<file path="config.mk">
export PLATFORM = sky130hd
export DESIGN_NAME = buffer_seq_ctrl
export DESIGN_NICKNAME = d
export VERILOG_FILES = /design/src/rtl/versat_ctrl_pkg.sv /design/src/rtl/phase_counter.sv /design/src/rtl/buffer_seq_ctrl.sv
export SDC_FILE = /design/constraint.sdc
export NUM_CORES = 1
export LEC_CHECK = 0
export ABC_AREA = 1
export CORE_UTILIZATION = 55
export CTS_CLUSTER_DIAMETER = 40
export DETAILED_ROUTE_END_ITERATION = 10
export HOLD_SLACK_MARGIN = 0.06
export PLACE_DENSITY = 0.89
export SLEW_MARGIN = 30
export SYNTH_ARGS = -nofsm -noshare
export SYNTH_HDL_FRONTEND = slang
export SYNTH_SLANG_ARGS = --single-unit
</file>
<file path="constraint.sdc">
create_clock -name clk -period 2.5 [get_ports clk]
set_input_delay 0.5 -clock clk [delete_from_list [all_inputs] [get_ports clk]]
set_output_delay 0.5 -clock clk [all_outputs]
set_load 0.01 [all_outputs]
</file>
<file path="src/rtl/versat_ctrl_pkg.sv">
// Shared definitions for the Versat buffer sequencer: FSM state encoding
// and the width helper used to size the shared phase counter.
package versat_ctrl_pkg;

    typedef enum logic [2:0] {
        ST_IDLE   = 3'd0,
        ST_CLEAR  = 3'd1,
        ST_FILL   = 3'd2,
        ST_STREAM = 3'd3,
        ST_TAIL   = 3'd4,
        ST_DONE   = 3'd5
    } state_t;

    function automatic int cnt_width(input int addr_w, input int len_w);
        return (addr_w > len_w) ? addr_w : len_w;
    endfunction

endpackage

</file>
<file path="src/rtl/phase_counter.sv">
// Loadable down-counter with a zero flag; it saturates at zero so it never
// wraps, even if the controller keeps the decrement enable high.
module phase_counter #(
    parameter int W = 16
) (
    input  logic         clk,
    input  logic         rst_n,
    input  logic         load,
    input  logic         dec,
    input  logic [W-1:0] load_val,
    output logic [W-1:0] count,
    output logic         zero
);

    always_ff @(posedge clk or negedge rst_n) begin
        if (!rst_n) begin
            count <= '0;
        end else if (load) begin
            count <= load_val;
        end else if (dec && (count != '0)) begin
            count <= count - W'(1);
        end
    end

    assign zero = (count == '0);

endmodule

</file>
<file path="src/rtl/buffer_seq_ctrl.sv">
// Sequencer for one Versat Buffer delay unit: flush, fill for 'amount'
// cycles, stream for 'len' cycles, then cover the buffer's output latency.
//
// state  | meaning
// IDLE   | waiting for start; config latched on accept
// CLEAR  | one-cycle FIFO flush
// FILL   | running, priming the delay line (amount cycles)
// STREAM | running, producing delayed samples (len cycles)
// TAIL   | running off; last valid sample leaves the buffer
// DONE   | one-cycle completion pulse
module buffer_seq_ctrl
    import versat_ctrl_pkg::*;
#(
    parameter int ADDR_W = 6,
    parameter int LEN_W  = 16
) (
    input  logic              clk,
    input  logic              rst_n,
    input  logic              start,
    input  logic              abort,
    input  logic [ADDR_W-1:0] cfg_amount,
    input  logic [LEN_W-1:0]  cfg_len,
    output logic              buf_clear,
    output logic              buf_run,
    output logic              buf_running,
    output logic [ADDR_W-1:0] buf_amount,
    output logic              out_valid,
    output logic              busy,
    output logic              done,
    output logic              aborted
);

    localparam int CNT_W = cnt_width(ADDR_W, LEN_W);

    state_t             state;
    state_t             state_nxt;
    logic [LEN_W-1:0]   len_r;
    logic               abort_take;
    logic               cnt_load;
    logic               cnt_dec;
    logic               cnt_zero;
    logic [CNT_W-1:0]   cnt_val;
    logic [CNT_W-1:0]   cnt;

    always_comb begin
        state_nxt = state;
        case (state)
            ST_IDLE:   if (start) state_nxt = ST_CLEAR;
            ST_CLEAR: begin
                if (abort)                   state_nxt = ST_IDLE;
                else if (len_r == '0)        state_nxt = ST_DONE;
                else if (buf_amount == '0)   state_nxt = ST_STREAM;
                else                         state_nxt = ST_FILL;
            end
            ST_FILL: begin
                if (abort)         state_nxt = ST_IDLE;
                else if (cnt_zero) state_nxt = ST_STREAM;
            end
            ST_STREAM: begin
                if (abort)         state_nxt = ST_IDLE;
                else if (cnt_zero) state_nxt = ST_TAIL;
            end
            ST_TAIL:   state_nxt = abort ? ST_IDLE : ST_DONE;
            ST_DONE:   state_nxt = ST_IDLE;
            default:   state_nxt = ST_IDLE;
        endcase
    end

    assign abort_take = abort && (state != ST_IDLE) && (state != ST_DONE);

    // One counter serves both running phases; it is reloaded on every phase entry.
    assign cnt_load = ((state == ST_CLEAR) &&
                       ((state_nxt == ST_FILL) || (state_nxt == ST_STREAM))) ||
                      ((state == ST_FILL) && (state_nxt == ST_STREAM));
    assign cnt_val  = (state_nxt == ST_FILL) ? (CNT_W'(buf_amount) - CNT_W'(1))
                                             : (CNT_W'(len_r) - CNT_W'(1));
    assign cnt_dec  = ((state == ST_FILL) || (state == ST_STREAM)) && !cnt_zero;

    phase_counter #(
        .W (CNT_W)
    ) u_phase_counter (
        .clk      (clk),
        .rst_n    (rst_n),
        .load     (cnt_load),
        .dec      (cnt_dec),
        .load_val (cnt_val),
        .count    (cnt),
        .zero     (cnt_zero)
    );

    always_ff @(posedge clk or negedge rst_n) begin
        if (!rst_n) begin
            state       <= ST_IDLE;
            len_r       <= '0;
            buf_amount  <= '0;
            buf_clear   <= 1'b0;
            buf_run     <= 1'b0;
            buf_running <= 1'b0;
            out_valid   <= 1'b0;
            busy        <= 1'b0;
            done        <= 1'b0;
            aborted     <= 1'b0;
        end else begin
            state <= state_nxt;
            if ((state == ST_IDLE) && start) begin
                buf_amount <= cfg_amount;
                len_r      <= cfg_len;
            end
            buf_clear   <= (state_nxt == ST_CLEAR);
            buf_run     <= (state == ST_CLEAR) &&
                           ((state_nxt == ST_FILL) || (state_nxt == ST_STREAM));
            buf_running <= (state_nxt == ST_FILL) || (state_nxt == ST_STREAM);
            // Buffer output lags its input by one cycle, hence STREAM delayed.
            out_valid   <= (state == ST_STREAM) && !abort;
            busy        <= (state_nxt != ST_IDLE);
            done        <= (state_nxt == ST_DONE);
            aborted     <= abort_take;
        end
    end

endmodule

</file>
==> results of run 1 <==
==> final cells by class <==
class,instances,area (µm²),share of cell area
inverters,45,171,0.0485
multi-input cells,276,1540,0.435
repair buffers,43,413,0.117
flip-flops and latches,48,1200,0.340
clock inverters,1,30.0,0.00849
well taps,70,87.6,0.0248
clock buffers,7,96.3,0.0272
==> worst max-delay path: cells and delay by family (launching register included) <==
| family | cells | cell delay [ns] |
|---|---|---|
| buffers and inverters | 1 | 0.12 |
| and+or+nand+nor | 11 | 1.21 |
| adders and majority gates | 1 | 0.24 |
| DFF | 1 | 0.39 |
==> kinds of logic (layout without fill, tap and decap cells) <==
| group | Yosys count | in the layout | share of synthesized area |
|---|---|---|---|
| AO/OA/AOI/OAI | 44 | 44 | 0.0892 |
| flip-flops | 48 | 48 | 0.406 |
| AND/OR/NAND/NOR | 202 | 202 | 0.336 |
| adder cells (fa/ha/maj) | 3 | 3 | 0.0127 |
| XOR/XNOR | 27 | 27 | 0.0799 |
| buffers and inverters | 53 | 96 | 0.0761 |
==> routing by layer <==
layer	vias to the layer above	wire, µm	global-route usage
li1	1273	-	-
met3	10	251	0.0397
met1	1201	2710	0.305
met2	74	3220	0.452
met4	0	98	0.0741
met5	-	0	0
==> registers in the layout (all words and copies together), names as in the netlist <==
register and cells:
aborted 1, buf_amount 6, buf_clear 1, buf_run 1
buf_running 1, busy 1, done 1, len_r 16
out_valid 1, state 3, u_phase_counter.count 16
==> cells in the mapped netlist (3+ instances only) <==
library cell,instances
nand2_1,87
nand3_1,18
a21oi_2,5
inv_1,39
xnor2_1,8
o21ai_0,24
dfrtp_1,48
nor2_8,3
a21oi_1,6
nor2_2,9
nand4_1,4
nor2_1,52
ha_1,3
o22ai_1,3
nand2_4,5
inv_2,5
nand2_2,5
nor3_1,9
xor2_1,19
clkbuf_1,3
==> stage by stage <==
step / cell area, µm² / hold slack (ns)
4_1_cts: 3540 / 0.318
2_1_floorplan: 2960 / 0.204
5_1_grt: 3540 / 0.333
3_3_place_gp: 3410 / 0.469
6_report: 3540 / 0.274
3_5_place_dp: 3410 / 0.493
==> worst paths after layout <==
path | slack (ns) | to | cells past startpoint | from
setup / recovery | 0.42 | u_phase_counter.count[4] | 13 | u_phase_counter.count[0]
hold / removal | 0.27 | buf_clear | 2 | rst_n
setup reg to reg | 0.42 | u_phase_counter.count[4] | 13 | u_phase_counter.count[0]
hold reg to reg | 0.52 | aborted | 1 | state[0]
max in group asynchronous | 1.81 | buf_run | 2 | rst_n
min in group clk | 0.52 | aborted | 1 | state[0]
==> power by group <==
group / leakage, nW / switching (mW) / internal [mW]
combinational: 1.04 / 1.40 / 0.898
sequential: 0.589 / 0.326 / 1.13
clock: 0.0645 / 0.257 / 0.353
total: 1.69 / 1.98 / 2.39
==> summary.md, run 1 <==
| Metric | Value |
|---|---|
| Tot GR Track Use | 0.249 |
| Total nets after synthesis | 406 |
| Unique masters post-synth | 38 |
| Largest net degree at the start of global routing | 49 |
| LEAKAGE | 1.69 nW |
| Worst hold path type | in -> async |
| Die Y | 75.4 µm |
| Final Util | 0.688 |
| Final nets | 448 |
| Dominant cell type by area after synthesis | dfrtp_1 |
| CP cell instances | inv_1, ha_1, nand2_2, nor2_4, nand2_4, nand2_4, nand2_4, nor2_8, nand3_4, nand2_1, nand3_1, nand2_1, nand2_1 |
| Worst setup SP type | flip-flop |
| Max H-tree Level | 2 |
| Max Cap Violations | 0 |
| Starting Density | 0.576 |
| Via count | 2558 |
| Final setup vio count | 0 |
| IO Count | 39 |
| CTS tree | done |
| Minimum clock period | 2.08 ns |
| Cts bufs inserted | 5 |
| Clock sink total | 48 |
| Sequential share of the synthesized area | 0.406 |
| Post-synth top flop | dfrtp_1 |
| Flops & latches, synth | 48 |
| Die area | 5680 µm² |
| Final wirelength | 6270 µm |
| Worst slew margin | 0.605 |
| Setup bufs post-CTS | 0 |
| Routability Congestion | 0.858 |
| Final hold vios | 0 |
| Status | finished clean |
| Placed cell count | 482 |
| Slew Viols, Final | 0 |
| Tightest Pin Transition | 0.593 ns |
| Power per cell area | 1240 nW/µm² |
| Syn Inst Count | 377 |
| P&R area growth vs syn | 19.4% |
| Yosys warns | 0 |
| DRT antenna net count | 0 |
| Async S/R FF share, synth | 1.00 |
| 1st-iter DRT viols | 219 |
| Synth Cell Area | 2960 µm² |
| DP Wirelength | 4780 µm |
| Setup Total Neg Slack | 0 ns |
| Synth Area per Inst | 7.85 µm² |
| Max incr delay on CP | 0.39 ns |
| I/O Buffers | 38 |
| Required time worst endpoint | 2.70 ns |
| Clk buf depth | 2 |
| Inserted Diodes | 0 |
| Number of flops mapped to enable cells by yosys | 0 |
| Setup WS post-layout | 0.415 ns |
| Worst setup EP type | flip-flop |
| Number of global-route vias before repair | 2406 |
| FILL cells | 423 |
| Clock root cell | clkbuf_8 |
| Commonest non-fill, non-tap cell in the layout | nand2_1 |
| Place WS | 0.227 ns |
| Top-area cell type share of the netlist area | 0.406 |
| Setup CP Type | reg -> reg |
| # rows | 26 |
| Clk_skew | 0.00994 ns |
| Avg WL per Cell | 12.8 µm |
| Initial antenna violation count | 0 |
| Skew-Pair Late Insertion Delay | 0.30 ns |
| DR DRC count | 0 |
| Peak VDD IR | 0.638 mV |
| Via density | 5.22 |
| Post_cts resized | 0 |
| Synth area leaders | dfrtp_1 41%, nand2_1 11%, nor2_1 6.6%, xor2_1 5.6%, inv_1 4.9% |
| Most frequent cells in the layout | 87 x nand2_1, 51 x nor2_1, 48 x dfrtp_1 |
| Share of layout cells above drive strength 1 | 0.136 |
| Worst-path fanout max | 19 |
| Global-route wire length before repair | 10400 µm |
| CORE AREA | 5140 µm² |
| Global route total overflow | 0 |
| DIE WIDTH | 75.4 µm |
| RSZ-0062 raised after global routing | no |
| Non-Filler Instances | 490 |
| Crit path DAT | 2.28 ns |
| Slowest CP cell | dfrtp_1 |
| Number of detailed-route iterations in the first pass | 5 |
| Total design power | 4.37 mW |
| Hold Buf Count CTS | 0 |
| Period utilisation layout | 0.834 |
| Fmax | 480 MHz |
| Clock-pin slew on the worst setup and hold paths | 0.09 ns |
(Power assumes the default switching activity.)
==> inputs of run 2 (changes only) <==
--- a/config.mk
+++ b/config.mk
@@ -6,11 +6,11 @@
 export NUM_CORES = 1
 export LEC_CHECK = 0
 export ABC_AREA = 1
-export CORE_UTILIZATION = 55
+export CORE_UTILIZATION = 50
 export CTS_CLUSTER_DIAMETER = 40
 export DETAILED_ROUTE_END_ITERATION = 10
 export HOLD_SLACK_MARGIN = 0.06
-export PLACE_DENSITY = 0.89
+export PLACE_DENSITY = 0.85
 export SLEW_MARGIN = 30
 export SYNTH_ARGS = -nofsm -noshare
 export SYNTH_HDL_FRONTEND = slang
==> constraint.sdc (replaced) <==
create_clock -name clk -period 1.7 [get_ports clk]
set_input_delay 0.34 -clock clk [delete_from_list [all_inputs] [get_ports clk]]
set_output_delay 0.34 -clock clk [all_outputs]
set_load 0.01 [all_outputs]
==> run 2 against run 1 <==
Net effect:
- the run now ends with negative setup slack left
- utilization is 12 points higher
- critical path depth is 1 higher
- die area is 9.7% higher
- via count is 32% higher
- critical path type unchanged
- largest cell class unchanged
- largest power group unchanged
- highest routed layer unchanged
==> summary.md, run 2 (synthesis results as in run 1) <==
| Metric | Value |
|---|---|
| Clk buf depth | 2 (unchanged) |
| WP buf/inv | 2 (+1) |
| Required time worst endpoint | 1.89 ns (-0.81 ns) |
| LEAKAGE | 2.24 nW (+33%) |
| Final hold vios | 0 (unchanged) |
| Final setup vio count | 17 (+17) |
| Cell area after layout | 4530 µm² (+28%) |
| DIE WIDTH | 78.9 µm (+4.8%) |
| CTS tree | done |
| Total internal power | 4.79 mW (+100%) |
| CP delay by family, top | simple AND/OR/NAND/NOR gates |
| Failing checks | negative setup slack |
| 1st-iter DRT viols | 413 (+89%) |
| Via density | 5.82 (+12%) |
| Share of layout cells above drive strength 1 | 0.383 (+0.247) |
| Status | finished, violations left |
| Number of global-route vias before repair | 3292 (+37%) |
| DRT antenna net count | 0 (unchanged) |
| Max incr delay on CP | 0.41 ns (+0.02 ns) |
| Slew Viols, Final | 0 (unchanged) |
| Slowest CP cell | dfrtp_1 |
| Largest net degree at the start of global routing | 39 (-20%) |
| Non-Filler Instances | 581 (+19%) |
| Via count | 3383 (+32%) |
| Most used cell, CP | nand2_4 |
| Final nets | 537 (+20%) |
| Max H-tree Level | 2 (unchanged) |
| Worst setup SP type | flip-flop |
| Sw Share | 0.478 (+0.0244) |
| Die Y | 78.9 µm (+4.8%) |
| Setup Total Neg Slack | -3.83 ns (-3.83 ns) |
| Largest regs | len_r (16), u_phase_counter.count (16), buf_amount (6) |
| Switch Pwr | 4.39 mW (+120%) |
| Final Util | 0.809 (+0.121) |
| Final wirelength | 11400 µm (+81%) |
| Clk_skew | 0.00507 ns (-0.00488 ns) |
| Worst slew margin | 0.574 (-0.0304) |
| Seq pwr share | 0.223 (-0.111) |
| Fmax | 491 MHz (+2.3%) |
| Place WS | -0.437 ns (-0.664 ns) |
| RSZ-0062 raised after global routing | yes |
| Worst-path fanout max | 5 (-14) |
| Tightest Pin Transition | 0.638 ns (+0.0456 ns) |
| Initial antenna violation count | 0 (unchanged) |
| Most frequent cells in the layout | 80 x buf_4, 78 x nand2_1, 48 x dfrtp_1 |
| Setup CP Type | reg -> reg |
| Power per cell area | 2020 nW/µm² (+64%) |
| Crit path DAT | 2.23 ns (-0.05 ns) |
| Max Cap Violations | 0 (unchanged) |
| Number of detailed-route iterations in the first pass | 6 (+1) |
| Avg WL per Cell | 19.5 µm (+53%) |
| CP cell instances | inv_2, ha_4, nand2_4, nor2_4, nand2_4, nand2_4, nand2_4, nor2_8, nand3_4, buf_6, nand2_2, o21ai_1, nand2_1, nand2_1 |
| Tot GR Track Use | 0.311 (+0.0621) |
| IO Count | 39 (unchanged) |
| Worst setup EP type | flip-flop |
| Starting Density | 0.528 (-0.0481) |
| Peak VDD IR | 1.24 mV (+94%) |
| Commonest non-fill, non-tap cell in the layout | buf_4 |
| Clock root cell | clkbuf_8 |
| Period utilisation layout | 1.20 (+0.365) |
| Worst hold path type | in -> reg |
| DP Wirelength | 5790 µm (+21%) |
| Die area | 6230 µm² (+9.7%) |
| DP Area | 3960 µm² (+16%) |
| Logic pwr share | 0.683 (+0.157) |
| CORE AREA | 5610 µm² (+9.1%) |
| Global-route wire length before repair | 14900 µm (+43%) |
| Setup WS post-layout | -0.337 ns (-0.753 ns) |
| Minimum clock period | 2.04 ns (-0.0471 ns) |
| Cts bufs inserted | 5 (unchanged) |
| Inserted Diodes | 0 (unchanged) |
| Placed cell count | 553 (+15%) |
| Clock power share | 0.093 (-0.047) |
| # rows | 27 (+3.8%) |
| Global route total overflow | 0 (unchanged) |
| Skew-Pair Late Insertion Delay | 0.31 ns (about the same) |
| DR DRC count | 0 (unchanged) |
| I/O Buffers | 38 (unchanged) |
| Clock sink total | 48 (unchanged) |
| Routability Congestion | 0.927 (+8.0%) |
| Clock-pin slew on the worst setup and hold paths | 0.10 ns (about the same) |
| P&R area growth vs syn | 53.2% |
## run 2: cell count changes in the layout (fill, tap and decap cells not counted), sizes merged
cell,before,now
clkinvlp,0,1
dlymetal6s2s,0,7
clkinv,0,1
nand3,21,22
buf,6,93
clkdlybuf4s50,37,30
clkbuf,7,5
dlygate4sd3,0,1
## run 2: path summary, 6_finish.rpt
| kind | start | endpoint | slack (ns) | depth (start not counted) |
|---|---|---|---|---|
| max | u_phase_counter.count[1] | u_phase_counter.count[0] | -0.34 | 14 |
| min | abort | aborted | 0.48 | 4 |
| max reg2reg | u_phase_counter.count[1] | u_phase_counter.count[0] | -0.34 | 14 |
| min reg2reg | state[2] | aborted | 0.54 | 1 |
| max in group asynchronous | rst_n | u_phase_counter.count[8] | 0.49 | 3 |
| min in group asynchronous | rst_n | out_valid | 0.58 | 2 |
## run 2: per-layer routing
metal / vias to the layer above / wire length (µm) / GRT usage
met5: - / 0 / 0
met4: 0 / 653 / 0.200
met3: 73 / 1140 / 0.0517
met2: 296 / 5540 / 0.558
met1: 1559 / 4020 / 0.338
li1: 1455 / - / -
## run 2: what timing repair did
| item | CTS | global route |
|---|---|---|
| setup endpoints to repair | 17 | 29 |
| gates resized for setup | 22 | 59 |
| pin swaps | 6 | 11 |
| hold buffers | 1 | 0 |
| buffers inserted | 8 | 10 |
| hold endpoints to repair | 5 | 0 |
| cloned | 1 | 0 |
## run 2: through the flow
stage          power (mW)  hold WS, ns
6_report             9.18        0.478
4_1_cts              7.91        0.551
2_1_floorplan        4.69       0.0444
5_1_grt              9.57        0.490
3_5_place_dp         6.67        0.385
3_3_place_gp         6.44        0.376
## run 2: worst register-to-register path, stage by stage (launching register included)
cell     delay [ns]
dfrtp_1        0.41
inv_2          0.13
ha_4           0.18
nand2_4        0.07
nor2_4         0.12
nand2_4        0.08
nand2_4        0.09
nand2_4        0.07
nor2_8         0.15
nand3_4        0.15
buf_6          0.18
nand2_2        0.06
o21ai_1        0.06
nand2_1        0.09
nand2_1        0.07
## run 2: final cells by class
class	count	area, µm²
clock buffers	5	68.8
clock inverters	3	42.5
fillers	318	1070
inverters	45	174
multi-input cells	277	1810
flip-flops and latches	48	1200
well taps	72	90.1
repair buffers	131	1150
## run 2: power by group through the flow
| stage | Clock, mW | Sequential (mW) | Combinational, mW |
|---|---|---|---|
| final | 0.856 | 2.05 | 6.27 |
| after global routing | 0.900 | 2.08 | 6.59 |
| after detailed placement | 0 | 1.99 | 4.69 |
| after global placement | 0 | 1.95 | 4.49 |
| after CTS | 0.841 | 1.98 | 5.08 |
| after floorplan | 0 | 2.13 | 2.56 |
==> RTL change: new RTL, flow settings as in run 2 <==
The output `aborted` loses its register stage (`aborted` becomes a continuous assignment).
--- a/src/rtl/buffer_seq_ctrl.sv
+++ b/src/rtl/buffer_seq_ctrl.sv
@@ -99,7 +99,6 @@
             out_valid   <= 1'b0;
             busy        <= 1'b0;
             done        <= 1'b0;
-            aborted     <= 1'b0;
         end else begin
             state <= state_nxt;
             if ((state == ST_IDLE) && start) begin
@@ -114,9 +113,10 @@
             out_valid   <= (state == ST_STREAM) && !abort;
             busy        <= (state_nxt != ST_IDLE);
             done        <= (state_nxt == ST_DONE);
-            aborted     <= abort_take;
         end
     end
 
+    assign aborted = abort_take;
+
 endmodule
 
Formal check against the unedited RTL: not equivalent (a bounded check fails within 4 cycles, from zero or initial values and one cycle with rst_n low).
==> RTL change against run 2 <==
  * Power decreased by 10%
  * Design area decreased by 5.5%
  * Setup slack improved by 0.043 ns
  * The flow still finishes with violations (negative setup slack)
  * Synthesized area decreased by 0.85%
  * Worst hold slack improved by 0.055 ns
  * Clock skew increased by 0.0018 ns
  * Sequential cell count decreased by 1
  * Wire length decreased by 13%
  * Register-to-register slack improved by 0.07 ns
==> RTL change: results (changes against run 2) <==
failing checks=negative setup slack (unchanged); Detailed Route Iter0 Violations=428 (was 413); total detailed-routing wirelength=9878 microns (was 11350 microns); Least-Margin Pin Slew=0.6317 ns (was 0.6384 ns); Sw Share=0.4705 (was 0.4782); nets in the synthesized netlist=405 (was 406); number of instances in the synthesized netlist=376 (was 377); count of TritonRoute iterations in the first routing pass=5 (was 6); worst reg2reg startpoint=state[0] (was u_phase_counter.count[1]); Max VDD drop=1145 uV (was 1236 uV); Total Nets Final=527 (was 537); worst r2r dst=u_phase_counter.count[5] (was u_phase_counter.count[0]); outcome=complete, but fails checks (unchanged); number of placed instances, taps included=546 (was 553); data arrival time of the critical path=2.19 ns (was 2.23 ns); average routed wire per standard cell=17.36 microns (was 19.54 microns); worst hold margin=0.5329 ns (was 0.4780 ns); number of vias after detailed routing=3257 (was 3383); smallest setup slack after layout=-0.2949 ns (was -0.3375 ns); clock skew after layout=0.006835 ns (was 0.005068 ns); sequential area share after synthesis=0.4007 (was 0.4057); Post-DP HPWL=5664 microns (was 5792 microns); post-place setup slack=-0.4389 ns (was -0.4372 ns); vias in the first global route=3219 (was 3292); leading post-synthesis cells by cell area=sky130_fd_sc_hd__dfrtp_1 (40%), sky130_fd_sc_hd__nand2_1 (11%), sky130_fd_sc_hd__nor2_1 (6.6%) (was sky130_fd_sc_hd__dfrtp_1 (41%), sky130_fd_sc_hd__nand2_1 (11%), sky130_fd_sc_hd__nor2_1 (6.6%)); worst hold-check path type=in2async (was in2reg); delay contributed by the slowest stage of the critical path=0.51 ns (was 0.41 ns); Sum Neg Setup Slack=-3.583 ns (was -3.834 ns); R2R setup slack=-0.27 ns (was -0.34 ns); overall fraction of global-route tracks in use=0.3338 (was 0.3109); worst reg2reg path depth=8 (was 14); setup violation total in the final timing report=17 (unchanged); cell leakage power=0.002129 uW (was 0.002244 uW); filler cell count in the final layout=340 (was 318); share of final-layout standard cells stronger than drive strength 1=0.3239 (was 0.3831); Critical Path Slowest Stage Cell=sky130_fd_sc_hd__clkdlybuf4s50_1 (was sky130_fd_sc_hd__dfrtp_1); Root Driver=sky130_fd_sc_hd__clkbuf_8 (unchanged); first-pass GRT wire length=15480 microns (was 14900 microns); top cells by instance count after synthesis=sky130_fd_sc_hd__nand2_1 (87), sky130_fd_sc_hd__nor2_1 (52), sky130_fd_sc_hd__dfrtp_1 (47), sky130_fd_sc_hd__inv_1 (39), sky130_fd_sc_hd__o21ai_0 (24) (was sky130_fd_sc_hd__nand2_1 (87), sky130_fd_sc_hd__nor2_1 (52), sky130_fd_sc_hd__dfrtp_1 (48), sky130_fd_sc_hd__inv_1 (39), sky130_fd_sc_hd__o21ai_0 (24)); largest fanout of any net on the critical path=5 (unchanged); Primary FF master, synth=sky130_fd_sc_hd__dfrtp_1 (unchanged)
RTL change: changes by cell type after synthesis, sizes merged:
cell   before  now
dfrtp      48   47
RTL change: through the flow:
stage / cell area [sq um] / power (uW)
after detailed placement: 3905 / 6614
after CTS: 4208 / 7704
after global placement: 3905 / 6370
final: 4285 / 8256
after global routing: 4285 / 8730
after floorplan: 2968 / 4654
RTL change: layer usage:
metal	vias up	track usage	wire [microns]
met2	244	0.5974	4919
met4	0	0.2019	767
met1	1502	0.3651	3309
li1	1427	-	-
met5	-	0	0
met3	84	0.05814	881
RTL change: cells by family (layout without fill, tap and decap cells):
logic type                 Yosys count  in the layout  synth area share
and+or+nand+nor                    202            205            0.3393
AOI/OAI and AO/OA                   44             44           0.08994
DFF                                 47             47            0.4007
xor gates and xnor gates            27             27           0.08056
buffers and inverters               53            171           0.07672
adders and majority gates            3              3           0.01279
RTL change: power by group through the flow:
stage          logic [uW]  registers [uW]  clock network [uW]
2_1_floorplan        2570            2090                   0
3_3_place_gp         4450            1920                   0
3_5_place_dp         4670            1950                   0
4_1_cts              5130            1940                 634
5_1_grt              6040            2010                 681
6_report             5650            1980                 632
RTL change: layout make-up:
class	instances	area (sq um)	area share
clock buffers	6	72.57	0.01693
well taps	72	90.09	0.02102
multi-input cells	279	1712	0.3994
repair buffers	120	1062	0.2479
flip-flops and latches	47	1177	0.2747
inverters	45	171.4	0.04000
RTL change: worst max-delay path, delay by kind of cell:
| family | cells | cell delay [ns] |
|---|---|---|
| and+or+nand+nor | 10 | 1.09 |
| buffers and inverters | 3 | 0.74 |
RTL change: worst max-delay path by stage:
stage	endpoint	startpoint	slack, ns
after detailed placement	u_phase_counter.count[5]	abort	-0.44
after global routing	u_phase_counter.count[3]	state[1]	-0.34
after floorplan	u_phase_counter.count[3]	buf_amount[0]	0.001
after global placement	u_phase_counter.count[10]	abort	-0.38
after CTS	busy	u_phase_counter.count[0]	-0.13
final	u_phase_counter.count[1]	abort	-0.29
RTL change: repair_timing:
| item | in CTS | in global routing |
|---|---|---|
| hold buffers | 1 | 0 |
| cloned | 3 | 0 |
| gates resized for setup | 21 | 19 |
| setup buffers | 10 | 3 |
| pin swaps | 12 | 8 |
| endpoints found under the hold margin | 20 | 0 |
| endpoints found under the setup margin | 18 | 31 |
